File: src/rtl/bht_pkg.sv
// Shared types and helpers for the branch history table controller:
// FSM state encoding, counter threshold/init values and the saturating step.
package bht_pkg;

  typedef enum logic [1:0] {
    INIT  = 2'd0,
    IDLE  = 2'd1,
    WRITE = 2'd2
  } bht_state_e;

  localparam int unsigned BHT_N_DEF = 2;

  // Counters at or above the threshold predict taken.
  function automatic int unsigned taken_th(input int unsigned n);
    return 32'd1 << (n - 32'd1);
  endfunction

  function automatic int unsigned wnt_init(input int unsigned n);
    return taken_th(n) - 32'd1;
  endfunction

  localparam int unsigned BHT_TAKEN_TH = taken_th(BHT_N_DEF);
  localparam int unsigned BHT_WNT_INIT = wnt_init(BHT_N_DEF);

  function automatic int unsigned sat_next(input int unsigned cnt, input logic taken,
                                           input int unsigned n);
    int unsigned max_v;
    max_v = (32'd1 << n) - 32'd1;
    if (taken) return (cnt >= max_v) ? max_v : cnt + 32'd1;
    else       return (cnt == 32'd0) ? 32'd0 : cnt - 32'd1;
  endfunction

endpackage

File: src/rtl/bht_table.sv
// Counter storage for the BHT: register array with one combinational read
// port and one synchronous write port; contents are not reset.
module bht_table #(
  parameter int unsigned N     = 2,
  parameter int unsigned IDX_W = 4
) (
  input  logic             clk,
  input  logic             i_we,
  input  logic [IDX_W-1:0] i_waddr,
  input  logic [N-1:0]     i_wdata,
  input  logic [IDX_W-1:0] i_raddr,
  output logic [N-1:0]     o_rdata
);

  logic [N-1:0] r_mem [2**IDX_W];

  always_ff @(posedge clk) begin
    if (i_we) r_mem[i_waddr] <= i_wdata;
  end

  assign o_rdata = r_mem[i_raddr];

endmodule

File: src/rtl/bht_ctrl.sv
// Branch history table controller: init sweep, lookup/update arbitration with
// starvation guard, read-modify-write updates. Optional stats via BHT_STATS_EN.
module bht_ctrl
  import bht_pkg::*;
#(
  parameter int unsigned N          = BHT_N_DEF,
  parameter int unsigned IDX_W      = 4,
  parameter int unsigned STARVE_MAX = 4
) (
  input  logic             clk,
  input  logic             reset,
  input  logic             lk_valid,
  input  logic [IDX_W-1:0] lk_idx,
  output logic             lk_ready,
  output logic             lk_pred_valid,
  output logic             lk_pred,
  input  logic             up_valid,
  input  logic [IDX_W-1:0] up_idx,
  input  logic             up_taken,
  output logic             up_ready,
`ifdef BHT_STATS_EN
  input  logic             up_pred,
  output logic [31:0]      stat_updates,
  output logic [31:0]      stat_mispred,
`endif
  output logic             init_busy
);

  localparam int unsigned    SW     = $clog2(STARVE_MAX + 1);
  localparam logic [N-1:0]   L_TH   = N'(taken_th(N));
  localparam logic [N-1:0]   L_INIT = N'(wnt_init(N));
  localparam logic [IDX_W-1:0] L_LAST = '1;
  localparam logic [SW-1:0]  L_SMAX = SW'(STARVE_MAX);

  bht_state_e       r_state, w_next_state;
  logic [IDX_W-1:0] r_init_idx, r_wr_idx;
  logic [N-1:0]     r_wr_val;
  logic [SW-1:0]    r_starve;
  logic             r_pred_valid, r_pred;

  logic             w_lk_win, w_up_win, w_we, w_busy;
  logic [IDX_W-1:0] w_waddr, w_raddr;
  logic [N-1:0]     w_wdata, w_rdata, w_upd_val;

  bht_table #(.N(N), .IDX_W(IDX_W)) u_table (
    .clk     (clk),
    .i_we    (w_we),
    .i_waddr (w_waddr),
    .i_wdata (w_wdata),
    .i_raddr (w_raddr),
    .o_rdata (w_rdata)
  );

  assign w_upd_val = N'(sat_next(32'(w_rdata), up_taken, N));

  always_ff @(posedge clk or negedge reset) begin
    if (!reset) r_state <= INIT;
    else        r_state <= w_next_state;
  end

  always_comb begin
    w_next_state = r_state;
    case (r_state)
      INIT:    if (r_init_idx == L_LAST) w_next_state = IDLE;
      IDLE:    if (w_up_win) w_next_state = WRITE;
      WRITE:   w_next_state = IDLE;
      default: w_next_state = INIT;
    endcase
  end

  // Update wins when alone or once it has lost STARVE_MAX contended cycles.
  always_comb begin
    w_lk_win = 1'b0;
    w_up_win = 1'b0;
    w_we     = 1'b0;
    w_busy   = 1'b0;
    w_raddr  = lk_idx;
    w_waddr  = r_wr_idx;
    w_wdata  = r_wr_val;
    case (r_state)
      INIT: begin
        w_busy  = 1'b1;
        w_we    = 1'b1;
        w_waddr = r_init_idx;
        w_wdata = L_INIT;
      end
      IDLE: begin
        w_up_win = up_valid && (!lk_valid || (r_starve == L_SMAX));
        w_lk_win = lk_valid && !w_up_win;
        if (w_up_win) w_raddr = up_idx;
      end
      WRITE:   w_we = 1'b1;
      default: w_busy = 1'b1;
    endcase
  end

  assign lk_ready      = w_lk_win;
  assign up_ready      = w_up_win;
  assign init_busy     = w_busy;
  assign lk_pred_valid = r_pred_valid;
  assign lk_pred       = r_pred;

  always_ff @(posedge clk or negedge reset) begin
    if (!reset) begin
      r_init_idx   <= '0;
      r_starve     <= '0;
      r_pred_valid <= 1'b0;
      r_pred       <= 1'b0;
    end else begin
      if (r_state == INIT) r_init_idx <= r_init_idx + 1'b1;
      if (r_state == IDLE) begin
        if (w_up_win || !up_valid) r_starve <= '0;
        else if (lk_valid)         r_starve <= r_starve + 1'b1;
      end
      r_pred_valid <= w_lk_win;
      if (w_lk_win) r_pred <= (w_rdata >= L_TH);
    end
  end

  always_ff @(posedge clk) begin
    if (w_up_win) begin
      r_wr_idx <= up_idx;
      r_wr_val <= w_upd_val;
    end
  end

`ifdef BHT_STATS_EN
  logic [31:0] r_stat_updates, r_stat_mispred;

  always_ff @(posedge clk or negedge reset) begin
    if (!reset) begin
      r_stat_updates <= '0;
      r_stat_mispred <= '0;
    end else if (w_up_win) begin
      r_stat_updates <= r_stat_updates + 32'd1;
      if (up_pred != up_taken) r_stat_mispred <= r_stat_mispred + 32'd1;
    end
  end

  assign stat_updates = r_stat_updates;
  assign stat_mispred = r_stat_mispred;
`endif

endmodule

File: config.mk
export PLATFORM = sky130hd
export DESIGN_NAME = bht_ctrl
export DESIGN_NICKNAME = d
export VERILOG_FILES = /design/src/rtl/bht_pkg.sv /design/src/rtl/bht_table.sv /design/src/rtl/bht_ctrl.sv
export SDC_FILE = /design/constraint.sdc
export NUM_CORES = 1
export LEC_CHECK = 0
export CORE_AREA = 2 2 82 84
export CTS_BUF_LIST = sky130_fd_sc_hd__clkbuf_4
export CTS_CLUSTER_DIAMETER = 200
export DETAILED_ROUTE_END_ITERATION = 8
export DIE_AREA = 0 0 84 86
export PLACE_DENSITY = 0.65
export SLEW_MARGIN = 20
export SYNTH_ARGS = -nofsm -noshare
export SYNTH_HDL_FRONTEND = slang
export SYNTH_SLANG_ARGS = --single-unit
File: constraint.sdc
create_clock -name clk -period 3.9 [get_ports clk]
set_input_delay 0.585 -clock clk [delete_from_list [all_inputs] [get_ports clk]]
set_output_delay 0.585 -clock clk [all_outputs]
set_load 0.02 [all_outputs]
### Word-level counts from Yosys, hierarchy flattened

Memory sizes are Yosys's and may differ from the RTL's.
Index checks and enable logic that the tools add are counted.

* register bits: 17
* memory bits (writable): 32
* input bits: 13
* memories: 1

Memories
* u_table.r_mem: words 16, bits a word 2, rd ports 1, clocked after Yosys merged registers in 0, wr ports 1, RTL line bht_table.sv:15 `logic [N-1:0] r_mem [2**IDX_W];`

* add/subtract/negate cells: 4
* $lt $le $gt $ge: 2
* equal/unequal tests: 6
* muxes and demuxes: 18
* reductions and logical operators: 14

Operators by type and width (number)
* two-way mux 2 bit: 6
* two-way mux 4 bit: 3
* two-way mux 1 bit: 6
* two-way mux 3 bit: 2
* one-hot mux 2 bit (3 select lines): 1
* adder 4 x 1 -> 4 bit (second input constant): 1
* equality test 4 bit (second input constant): 1
* >= comparator 2 bit (second input constant): 2
* logical NOT 2 bit: 2
* != test 2 bit (second input constant): 2
* AND reduction 2 bit: 2
* OR reduction 2 bit: 2
* adder 3 x 1 -> 3 bit (second input constant): 1
* equality test 3 bit (second input constant): 1
* logical NOT 1 bit: 3
* adder 2 x 1 -> 2 bit (second input constant): 1
* equality test 2 x 1 -> 1 bit (second input constant): 1
* equality test 2 bit (second input constant): 1
* logical AND 1 bit: 2
* logical OR 1 bit: 2
* nonzero test 2 bit: 1
* subtractor 2 x 1 -> 2 bit (second input constant): 1

### Depth between registers and ports, before layout

Gate-level depths: netlist of the first run.
An unclocked memory read counts as a cell.

* word-level depth: 9
* gate-level depth with buffers: 11

### By module

A second synthesis of the first run with hierarchy kept.

* cells, all modules: 149
* area total of the unflattened synthesis: 2272.2 um2

Modules (own cells, without submodules)
* bht_table: instances 1, cells each 76, area each 1340.0 um2, seq. area each 960.9 um2
* bht_ctrl: instances 1, cells each 73, area each 932.1 um2, seq. area each 455.4 um2

### Least setup slack after synthesis of the first run

No wires, ideal clock.

* path kind: input-to-reg
* start: input port lk_valid
* end: register r_wr_val[0], data pin
* arrival time: 2.682 ns
* slack: 1.064 ns
* stages on the path: 8
* cells stage by stage: a21boi_1 -> or2_1 -> buf_6 -> inv_2 -> mux2i_4 -> mux4_2 -> maj3_2 -> o22ai_1

* cells in the longest elaborated chain, start to end: 9
* elaborated cells on any way between the ends: 13
* those cells by class: add/sub (2); order compare (1); mux (5); reduce/logical (4); memory (1)

Ends and longest elaborated chain
* start: declaration: RTL line bht_ctrl.sv:12 `input logic lk_valid,`
* logical NOT 1 bit (*): RTL line bht_ctrl.sv:88 `w_up_win = up_valid && (!lk_valid || (r_starve == L_SMAX));`
* logical OR 1 bit (*): RTL line bht_ctrl.sv:88
* logical AND 1 bit (*): RTL line bht_ctrl.sv:88
* two-way mux 4 bit (*): RTL line bht_ctrl.sv:90 `if (w_up_win) w_raddr = up_idx;`
* two-way mux 4 bit (*): RTL line bht_ctrl.sv:80 `case (r_state)`
* memory read (16 x 2 bit) (*)
* subtractor 2 x 1 -> 2 bit, or another cell as far along: RTL line bht_pkg.sv:30 `else return (cnt == 32'd0) ? 32'd0 : cnt - 32'd1;`
* two-way mux 2 bit (on tied branches): RTL line bht_pkg.sv:30, bht_pkg.sv:29
* two-way mux 2 bit (*): RTL line bht_pkg.sv:29 `if (taken) return (cnt >= max_v) ? max_v : cnt + 32'd1;`
* via w_upd_val[0]: RTL line bht_ctrl.sv:43 `logic [N-1:0] w_wdata, w_rdata, w_upd_val;`
* end signal: assignment: RTL line bht_ctrl.sv:123 `r_wr_val <= w_upd_val;`
* end: declaration: RTL line bht_ctrl.sv:37 `logic [N-1:0] r_wr_val;`

The timed path passes the listed nets; every way through them passes the cells marked *.
A chain may end at the register's enable or synchronous reset.

### Worst setup path after layout of the first run

Same ends and word-level chain as after synthesis.

==> flow_metrics.env, run 1 <==
export IMPL_max_slew_margin=0.430
export IMPL_fin_hold_ws_ns=0.486
export IMPL_netlist_instances=186
export IMPL_slew_viol_final=0
export IMPL_drtPass1Iterations=4
export IMPL_setup_viol=0
export IMPL_synth_ff_type="edfxtp_1"
export IMPL_htreeDepth=2
export IMPL_finalPower_w=0.00173
export IMPL_cp_required_ns=4.13
export IMPL_synth_edf_count=38
export IMPL_cts_root_buffer="clkbuf_4"
export IMPL_insertedDiodeCount=0
export IMPL_power_leakage_nw=1.02
export IMPL_synth_seq_cells=49
export IMPL_synth_cell_types=39
export IMPL_cts_reportedPaths_clkPinSlew_ns=0.15
export IMPL_synth_nets=207
export IMPL_fillers=576
export IMPL_fin_nets=226
export IMPL_async_flop_share=0.224
export IMPL_routed_wl_um=4410
export IMPL_cp_start_kind="primary input"
export IMPL_preCtsSetupSlack_ns=0.475
export IMPL_comb_power_share=0.367
export IMPL_cts_tree="yes"
export IMPL_finalSetupTns_ns=0
export IMPL_dp_hpwl_um=3250
export IMPL_core_area_sq_um=6280
export IMPL_slowest_delay_ns=0.47
export IMPL_cp_cell_sequence="clkdlybuf4s50_1, a21boi_1, or2_1, o2bb2ai_4, buf_4, mux2_1, mux4_2, maj3_2, o22ai_1"
export IMPL_start_util=0.396
export IMPL_p_seq_frac=0.457
export IMPL_clock_sinks=49
export IMPL_crit_type="in -> reg"
export IMPL_drive_gt1_frac=0.112
export IMPL_boundaryPins=18
export IMPL_synth_top_area_frac=0.459
export IMPL_rows=29
export IMPL_drc=0
export IMPL_grt_overflow_total=0
export IMPL_viasPerCell=5.22
export IMPL_seq_area_frac_synth=0.569
export IMPL_yosysWarnings=0
export IMPL_cts_buffers=5
export IMPL_maxCapViolCount=0
export IMPL_min_path_type="reg -> reg"
export IMPL_clockBufferDepth=2
export IMPL_wl_per_cell_um=15.6
export IMPL_rsz0062_at_grt="false"
export IMPL_p_sw_w=0.000616
export IMPL_grt_max_degree=26
export IMPL_hold_buffers=0
export IMPL_synthTopCellsByArea="edfxtp_1 (46%), dfrtp_1 (11%), mux2i_1 (7.6%)"
export IMPL_postCtsSetupRepairBufs=0
export IMPL_grt_pass1_vias=1456
export IMPL_die_area_sq_um=7220
export IMPL_critPathCaptureType="register"
export IMPL_synth_area_sq_um=2490
export IMPL_fin_util=0.447
export IMPL_drt_initial_drc_count=57
export IMPL_die_w_um=84
export IMPL_pwr_share_clk=0.176
export IMPL_worstPathArrival_ns=3.28
export IMPL_antenna_found_initial=0
export IMPL_cts_resized=0
export IMPL_peakVddDrop_mv=0.268
export IMPL_crit_path_top_delay_cell="clkdlybuf4s50_1"
export IMPL_synth_top_area_cell="edfxtp_1"
export IMPL_globalplace_congestion=0.758
export IMPL_critPathMaxFanout=24
export IMPL_setup_slack_ns=0.849
export IMPL_synthToLayoutAreaGrowth_pct=12.9
export IMPL_grt_util_all_layers=0.135
export IMPL_port_buffers=17
export IMPL_fin_crit_sh=0.782
export IMPL_ant_nets=0
export IMPL_finalCriticalPeriod_ns=3.05
export IMPL_dieHeight_um=86
export IMPL_swShare=0.357
export IMPL_num_vias=1478
export IMPL_status="completed"
export IMPL_p_int_w=0.00111
export IMPL_avgSynthCellArea_sq_um=13.4
export IMPL_hold_violations=0
export IMPL_finClkSkew_ns=0.0142
export IMPL_tightest_slew_ns=0.856
export IMPL_grt_pass1_wl_um=7490
export IMPL_cellPowerDensity_nw_per_um2=615
export IMPL_clock_fmax_ghz=0.328
export IMPL_clock_latency_ns=0.37
## power groups by stage
stage	Combinational, W	Clock, W	Sequential [W]
2_1_floorplan	0.000477	0	0.000782
3_3_place_gp	0.000634	0	0.000801
3_5_place_dp	0.000639	0	0.000802
4_1_cts	0.000641	0.000313	0.000790
5_1_grt	0.000713	0.000334	0.000805
6_report	0.000634	0.000304	0.000789
## worst paths after layout
check,slack (ns),from,cells past startpoint,to
setup reg to reg,0.87,r_state[1],9,r_wr_val[0]
min in group asynchronous,0.54,reset,1,r_init_idx[2]
hold / removal,0.49,r_starve[2],1,r_starve[2]
max in group asynchronous,3.00,reset,1,lk_pred
setup / recovery,0.85,lk_valid,9,r_wr_val[0]
hold reg to reg,0.49,r_starve[2],1,r_starve[2]
## critical path, delay by kind of cell
| kind | cells | cell delay [ns] |
|---|---|---|
| muxes | 2 | 0.83 |
| buffers and inverters | 2 | 0.81 |
| AOI/OAI and AO/OA | 3 | 0.45 |
| adders and majority gates | 1 | 0.30 |
| and+or+nand+nor | 1 | 0.29 |
## cell usage in the layout (no fill, tap or decap), drive strengths merged
master         Yosys  routed
maj3               1       1
xor2               1       1
clkinv             0       1
a21oi              5       5
nor2              22      22
a22o               1       1
nand4              3       3
nor3b              2       2
nor2b              1       1
clkinvlp           0       1
ha                 8       8
dfrtp             11      11
or2                2       2
inv                9       9
a32o               1       1
nor4bb             1       1
o32a               1       1
nand2b             1       1
o2bb2ai            1       1
o21ai              7       7
o22ai              2       2
a31oi              4       4
nor4b              1       1
nand2             13      13
mux2i             20      20
bufinv             0       1
o31ai              1       1
and3               1       1
mux4               6       6
a21boi             1       1
edfxtp            38      38
clkbuf             4       5
nand3              1       1
clkdlybuf4s50      0      17
xnor2              2       2
nor3               1       1
buf                3       2
mux2              10      10
## cell families (layout without fill, tap and decap cells)
| family | count (synthesis) | count (layout) | share of synthesized area |
|---|---|---|---|
| DFF | 49 | 49 | 0.569 |
| and+or+nand+nor | 49 | 49 | 0.0905 |
| xor gates and xnor gates | 3 | 3 | 0.0106 |
| AOI/OAI and AO/OA | 24 | 24 | 0.0679 |
| buffers and inverters | 16 | 36 | 0.0317 |
| muxes | 36 | 36 | 0.185 |
| adders and majority gates | 9 | 9 | 0.0448 |
## stage by stage
| step | instances | instance area, sq um |
|---|---|---|
| finish | 283 | 2810 |
| global route | 283 | 2810 |
| CTS | 283 | 2810 |
| detailed placement | 275 | 2720 |
| global placement | 275 | 2720 |
| floorplan | 186 | 2490 |
## layer usage
| layer | wire length [um] | share of wire | vias to the layer above | track usage |
|---|---|---|---|---|
| met4 | 63 | 0.014 | 0 | 0.0484 |
| met2 | 2000 | 0.45 | 30 | 0.209 |
| met5 | 0 | 0 | - | 0 |
| met1 | 2180 | 0.49 | 709 | 0.186 |
| li1 | - | - | 734 | - |
| met3 | 164 | 0.037 | 5 | 0.0327 |
## registers in the layout (all words and copies together), names as in the netlist
| signal | flops |
|---|---|
| lk_pred | 1 |
| u_table.r_mem | 32 |
| r_starve | 3 |
| r_wr_val | 2 |
| r_state | 2 |
| r_init_idx | 4 |
| lk_pred_valid | 1 |
| r_wr_idx | 4 |
## layout make-up
cell class	instances	area, sq um	share of cell area
clock buffers	5	37.5	0.0134
repair buffers	19	185	0.0660
well taps	77	96.3	0.0343
inverters	9	33.8	0.0120
flip-flops and latches	49	1420	0.504
clock inverters	3	46.3	0.0165
multi-input cells	121	992	0.353
## synth_stat cells, types with 2 or more instances
cell type  count
ha_1           8
a21oi_1        5
nor2_1        22
clkbuf_1       4
a31oi_1        4
or2_1          2
mux2_1         7
o21ai_1        5
dfrtp_1       11
o22ai_1        2
nand4_1        3
mux4_2         6
o21ai_0        2
mux2_2         3
xnor2_1        2
nor3b_1        2
nand2_1       13
edfxtp_1      38
buf_6          2
mux2i_1       19
inv_1          8
(Power assumes the default switching activity.)
==> inputs of run 2 (changes only) <==
- PLACE_DENSITY: 0.65 -> 0.67
- clock period: 3.9 -> 2.45 ns (I/O delays scaled with it)
==> run 2 against run 1 <==
Against the previous run: the run now ends with setup timing left; final cell count is 12% higher; global-route usage is 1.2 points higher; power increased by 73%; final area grew 12%; register-to-register slack got worse by 1.0 ns; routed wire length is 9.5% higher; first-iteration DRC count decreased by 11%; worst hold slack worse by 0.15 ns; die area did not move; clock power increased by 29%; combinational power increased by 110%; highest routed layer unchanged.
==> flow_metrics.env, run 2 (synthesis results as in run 1) <==
export IMPL_routed_wl_um=4830
export IMPL_antenna_found_initial=0
export IMPL_largest_register_ffs=32
export IMPL_globalplace_congestion=0.796
export IMPL_drive_gt1_frac=0.279
export IMPL_setup_viol=3
export IMPL_power_leakage_nw=1.21
export IMPL_cts_buffers=5
export IMPL_boundaryPins=18
export IMPL_rsz0062_at_grt="true"
export IMPL_slew_viol_final=0
export IMPL_finClkSkew_ns=0.0104
export IMPL_viasPerCell=5.14
export IMPL_cts_tree="yes"
export IMPL_fin_crit_sh=1.05
export IMPL_largest_registers="u_table.r_mem x32, r_init_idx x4, r_wr_idx x4"
export IMPL_die_w_um=84
export IMPL_grt_pass1_vias=1657
export IMPL_critPathMaxFanout=17
export IMPL_slowest_delay_ns=0.46
export IMPL_worstPathArrival_ns=2.80
export IMPL_cts_root_buffer="clkbuf_4"
export IMPL_cts_reportedPaths_clkPinSlew_ns=0.15
export IMPL_tightest_slew_ns=0.696
export IMPL_cp_required_ns=2.67
export IMPL_clock_fmax_ghz=0.387
export IMPL_finalCriticalPeriod_ns=2.58
export IMPL_violations="setup timing"
export IMPL_final_common_cell="edfxtp_1"
export IMPL_dieHeight_um=86
export IMPL_wl_per_cell_um=15.2
export IMPL_start_util=0.396
export IMPL_fillers=534
export IMPL_grt_pass1_wl_um=8130
export IMPL_cp_cell_sequence="inv_2, ha_4, a21boi_2, nand2b_1, o2bb2ai_4, buf_12, mux2_2, mux4_2, maj3_2, o22ai_1"
export IMPL_crit_path_top_delay_cell="mux4_2"
export IMPL_min_path_type="in -> async"
export IMPL_clock_sinks=49
export IMPL_drtPass1Iterations=4
export IMPL_status="complete, but fails checks"
export IMPL_placed_area_sq_um=2960
export IMPL_setup_slack_ns=-0.133
export IMPL_final_cell_mix="edfxtp_1 (38), buf_4 (30), nor2_1 (22)"
export IMPL_drc=0
export IMPL_ant_nets=0
export IMPL_hold_violations=0
export IMPL_grt_max_degree=21
export IMPL_htreeDepth=2
export IMPL_synthToLayoutAreaGrowth_pct=26.1
export IMPL_rows=29
export IMPL_largest_register="u_table.r_mem"
export IMPL_final_cells=317
export IMPL_max_slew_margin=0.536
export IMPL_dp_cells=302
export IMPL_num_vias=1630
export IMPL_clock_latency_ns=0.36
export IMPL_fin_nets=260
export IMPL_crit_type="reg -> reg"
export IMPL_hold_buffers=0
export IMPL_grt_overflow_total=0
export IMPL_dp_hpwl_um=3630
export IMPL_critPathCaptureType="register"
export IMPL_maxCapViolCount=0
export IMPL_core_area_sq_um=6280
export IMPL_drt_initial_drc_count=51
export IMPL_port_buffers=17
export IMPL_clockBufferDepth=2
export IMPL_stdcell_area_sq_um=3140
export IMPL_cellPowerDensity_nw_per_um2=951
export IMPL_insertedDiodeCount=0
export IMPL_grt_util_all_layers=0.146
export IMPL_finalSetupTns_ns=-0.236
export IMPL_cp_start_kind="register"
export IMPL_die_area_sq_um=7220
export IMPL_peakVddDrop_mv=0.533
[run 2: area by class of cell]
type / count / area (sq um) / area share
clock buffer: 5 / 37.5 / 0.0120
clock inverter: 3 / 26.3 / 0.00838
inverter: 9 / 41.3 / 0.0132
multi-input combinational: 121 / 1040 / 0.331
sequential: 49 / 1420 / 0.452
tap: 77 / 96.3 / 0.0307
timing repair buffer: 53 / 479 / 0.153
[run 2: worst paths after layout]
check | startpoint | to | slack [ns] | cells past startpoint
setup / recovery | r_starve[0] | r_wr_val[0] | -0.13 | 10
hold / removal | reset | r_state[1] | 0.34 | 1
setup reg to reg | r_starve[0] | r_wr_val[0] | -0.13 | 10
hold reg to reg | r_starve[2] | r_starve[2] | 0.52 | 1
max in group asynchronous | reset | lk_pred_valid | 1.74 | 1
min in group clk | r_starve[2] | r_starve[2] | 0.52 | 1
[run 2: critical path: cells and delay by family (launching register included)]
family,cells,cell delay [ns]
adders and majority gates,2,0.46
and+or+nand+nor,1,0.19
AOI/OAI and AO/OA,3,0.32
buffers and inverters,2,0.26
muxes,2,0.81
DFF,1,0.41
[run 2: through the flow]
step	util	hold slack, ns	power [W]	worst slack (ns)
finish	0.500	0.338	0.00298	-0.133
global route	0.500	0.356	0.00318	-0.238
CTS	0.499	0.359	0.00300	-0.141
detailed placement	0.471	0.482	0.00251	-0.494
global placement	0.471	0.470	0.00248	-0.442
floorplan	-	0.0719	0.00202	-0.128
[run 2: timing repair]
action | CTS | global route
pin swaps | 4 | 1
gates cloned | 0 | 0
setup buffers | 7 | 0
gates resized for setup | 15 | 2
endpoints found under the setup margin | 5 | 4
[run 2: power by group]
group / internal [W] / leakage, nW / switching (W)
clock: 0.000120 / 0.0358 / 0.000272
combinational: 0.000651 / 0.695 / 0.000687
sequential: 0.00113 / 0.481 / 0.000123
[run 2: metal layers]
| metal | up-vias | GRT usage | wire length, um |
|---|---|---|---|
| li1 | 799 | - | - |
| met1 | 801 | 0.188 | 2320 |
| met2 | 23 | 0.247 | 2320 |
| met3 | 7 | 0.0356 | 121 |
| met4 | 0 | 0.0455 | 64 |
| met5 | - | 0 | 0 |
==> inputs of run 3 (changes only) <==
- SKIP_LAST_GASP: default -> 1
- SLEW_MARGIN: 20 -> default
==> run 3 against run 2 <==
Against the previous run: the flow still finishes with violations (setup timing); global-route usage unchanged; critical path depth stayed put; routed wire length increased by 0.56%; fmax is 0.31% lower; clock power is essentially flat; combinational power about the same; final cell count unchanged; clock skew rose by 0.0021 ns; first-iteration DRC count up 18%; utilization did not move; worst hold slack worse by 0.0028 ns; critical path type unchanged; largest cell class unchanged.
==> flow_metrics.env, run 3 (synthesis results as in run 1) <==
export IMPL_cp_required_ns=2.67
export IMPL_start_util=0.396
export IMPL_critPathMaxFanout=17
export IMPL_max_slew_margin=0.543
export IMPL_largest_register="u_table.r_mem"
export IMPL_grt_overflow_total=0
export IMPL_cts_tree="yes"
export IMPL_cellPowerDensity_nw_per_um2=951
export IMPL_cts_reportedPaths_clkPinSlew_ns=0.15
export IMPL_grt_pass1_vias=1647
export IMPL_grt_max_degree=21
export IMPL_routed_wl_um=4860
export IMPL_cts_buffers=5
export IMPL_rsz0062_at_grt="true"
export IMPL_cp_start_kind="register"
export IMPL_maxCapViolCount=0
export IMPL_largest_registers="u_table.r_mem x32, r_init_idx x4, r_wr_idx x4"
export IMPL_drive_gt1_frac=0.279
export IMPL_power_leakage_nw=1.21
export IMPL_die_w_um=84
export IMPL_drt_initial_drc_count=60
export IMPL_finalPower_w=0.00298
export IMPL_fin_crit_sh=1.06
export IMPL_drc=0
export IMPL_slew_viol_final=0
export IMPL_setup_slack_ns=-0.141
export IMPL_critPathCaptureType="register"
export IMPL_final_common_cell="edfxtp_1"
export IMPL_grt_util_all_layers=0.146
export IMPL_dp_cells=302
export IMPL_num_vias=1648
export IMPL_die_area_sq_um=7220
export IMPL_r2r_start="r_state[1]"
export IMPL_fin_nets=260
export IMPL_finClkSkew_ns=0.0125
export IMPL_worstPathArrival_ns=2.81
export IMPL_core_area_sq_um=6280
export IMPL_r2r_end="r_wr_val[0]"
export IMPL_port_buffers=17
export IMPL_viasPerCell=5.20
export IMPL_final_cells=317
export IMPL_drtPass1Iterations=4
export IMPL_crit_type="reg -> reg"
export IMPL_finalCriticalPeriod_ns=2.59
export IMPL_setup_viol=3
export IMPL_antenna_found_initial=0
export IMPL_clock_fmax_ghz=0.386
export IMPL_synthToLayoutAreaGrowth_pct=26.1
export IMPL_dp_hpwl_um=3630
export IMPL_rr_worst_depth=10
export IMPL_largest_register_ffs=32
export IMPL_final_cell_mix="edfxtp_1 (38), buf_4 (30), nor2_1 (22)"
export IMPL_boundaryPins=18
export IMPL_worstSetupEndpoint="r_wr_val[0]"
export IMPL_htreeDepth=2
export IMPL_cts_root_buffer="clkbuf_4"
export IMPL_ant_nets=0
export IMPL_status="complete, but fails checks"
export IMPL_clockBufferDepth=2
export IMPL_min_path_type="in -> async"
export IMPL_insertedDiodeCount=0
export IMPL_violations="setup timing"
export IMPL_rows=29
export IMPL_clock_sinks=49
export IMPL_wl_per_cell_um=15.3
export IMPL_hold_violations=0
export IMPL_peakVddDrop_mv=0.533
export IMPL_r2r_slack_ns=-0.14
export IMPL_startpoint="r_state[1]"
export IMPL_globalplace_congestion=0.796
export IMPL_grt_pass1_wl_um=8120
export IMPL_dieHeight_um=86
export IMPL_clock_latency_ns=0.36
export IMPL_tightest_slew_ns=0.685
-- run 3: cell counts in the layout (fill, tap and decap cells not counted) --
Identical to the previous run, type by type.
-- run 3: final cells by class --
type | instances | area (sq um)
clock inverter | 3 | 26.3
timing repair buffer | 53 | 479
clock buffer | 5 | 37.5
fill | 532 | 3140
multi-input combinational | 121 | 1040
sequential | 49 | 1420
tap | 77 | 96.3
inverter | 9 | 41.3
-- run 3: worst min path at each step --
stage,start,to,slack [ns],cells past startpoint
after floorplan,reset,lk_pred,0.07,0
after global placement,r_starve[2],r_starve[2],0.47,1
after detailed placement,r_starve[2],r_starve[2],0.48,1
after CTS,reset,r_state[1],0.36,1
after global routing,reset,r_init_idx[3],0.36,1
final,reset,r_state[0],0.34,1
-- run 3: per-layer routing --
metal,global-route usage,routed length (um),part of all wire
met5,0,0,0
met4,0.0455,51,0.011
met3,0.0356,184,0.038
met2,0.246,2340,0.48
met1,0.189,2280,0.47
-- run 3: critical path, stage by stage (launching register included) --
cell and delay, ns:
dfrtp_1 0.42, inv_2 0.08, ha_4 0.12, nand2_1 0.05, or2_4 0.26, o2bb2ai_4 0.13, buf_12 0.15, mux2_1 0.31
mux4_2 0.48, maj3_2 0.32, o22ai_1 0.12
-- run 3: what timing repair did --
item | CTS | global route
hold buffers | 0 | 0
buffers inserted | 7 | 0
setup endpoints to repair | 5 | 4
resized for setup | 14 | 3
pin swaps | 3 | 1
-- run 3: metrics by stage --
step	hold slack, ns	worst slack [ns]	setup TNS (ns)	cell area [sq um]	util
after floorplan	0.0719	-0.128	-0.135	2510	-
after CTS	0.359	-0.144	-0.287	3130	0.498
after global placement	0.470	-0.442	-1.39	2960	0.471
after global routing	0.356	-0.241	-0.596	3140	0.500
after detailed placement	0.482	-0.494	-1.60	2960	0.471
final	0.335	-0.141	-0.267	3140	0.500
-- run 3: power by group --
part	switching, W	internal (W)	total [W]
Clock	0.000270	0.000120	0.000390
Combinational	0.000689	0.000649	0.00134
Sequential	0.000124	0.00113	0.00125
Total	0.00108	0.00190	0.00298
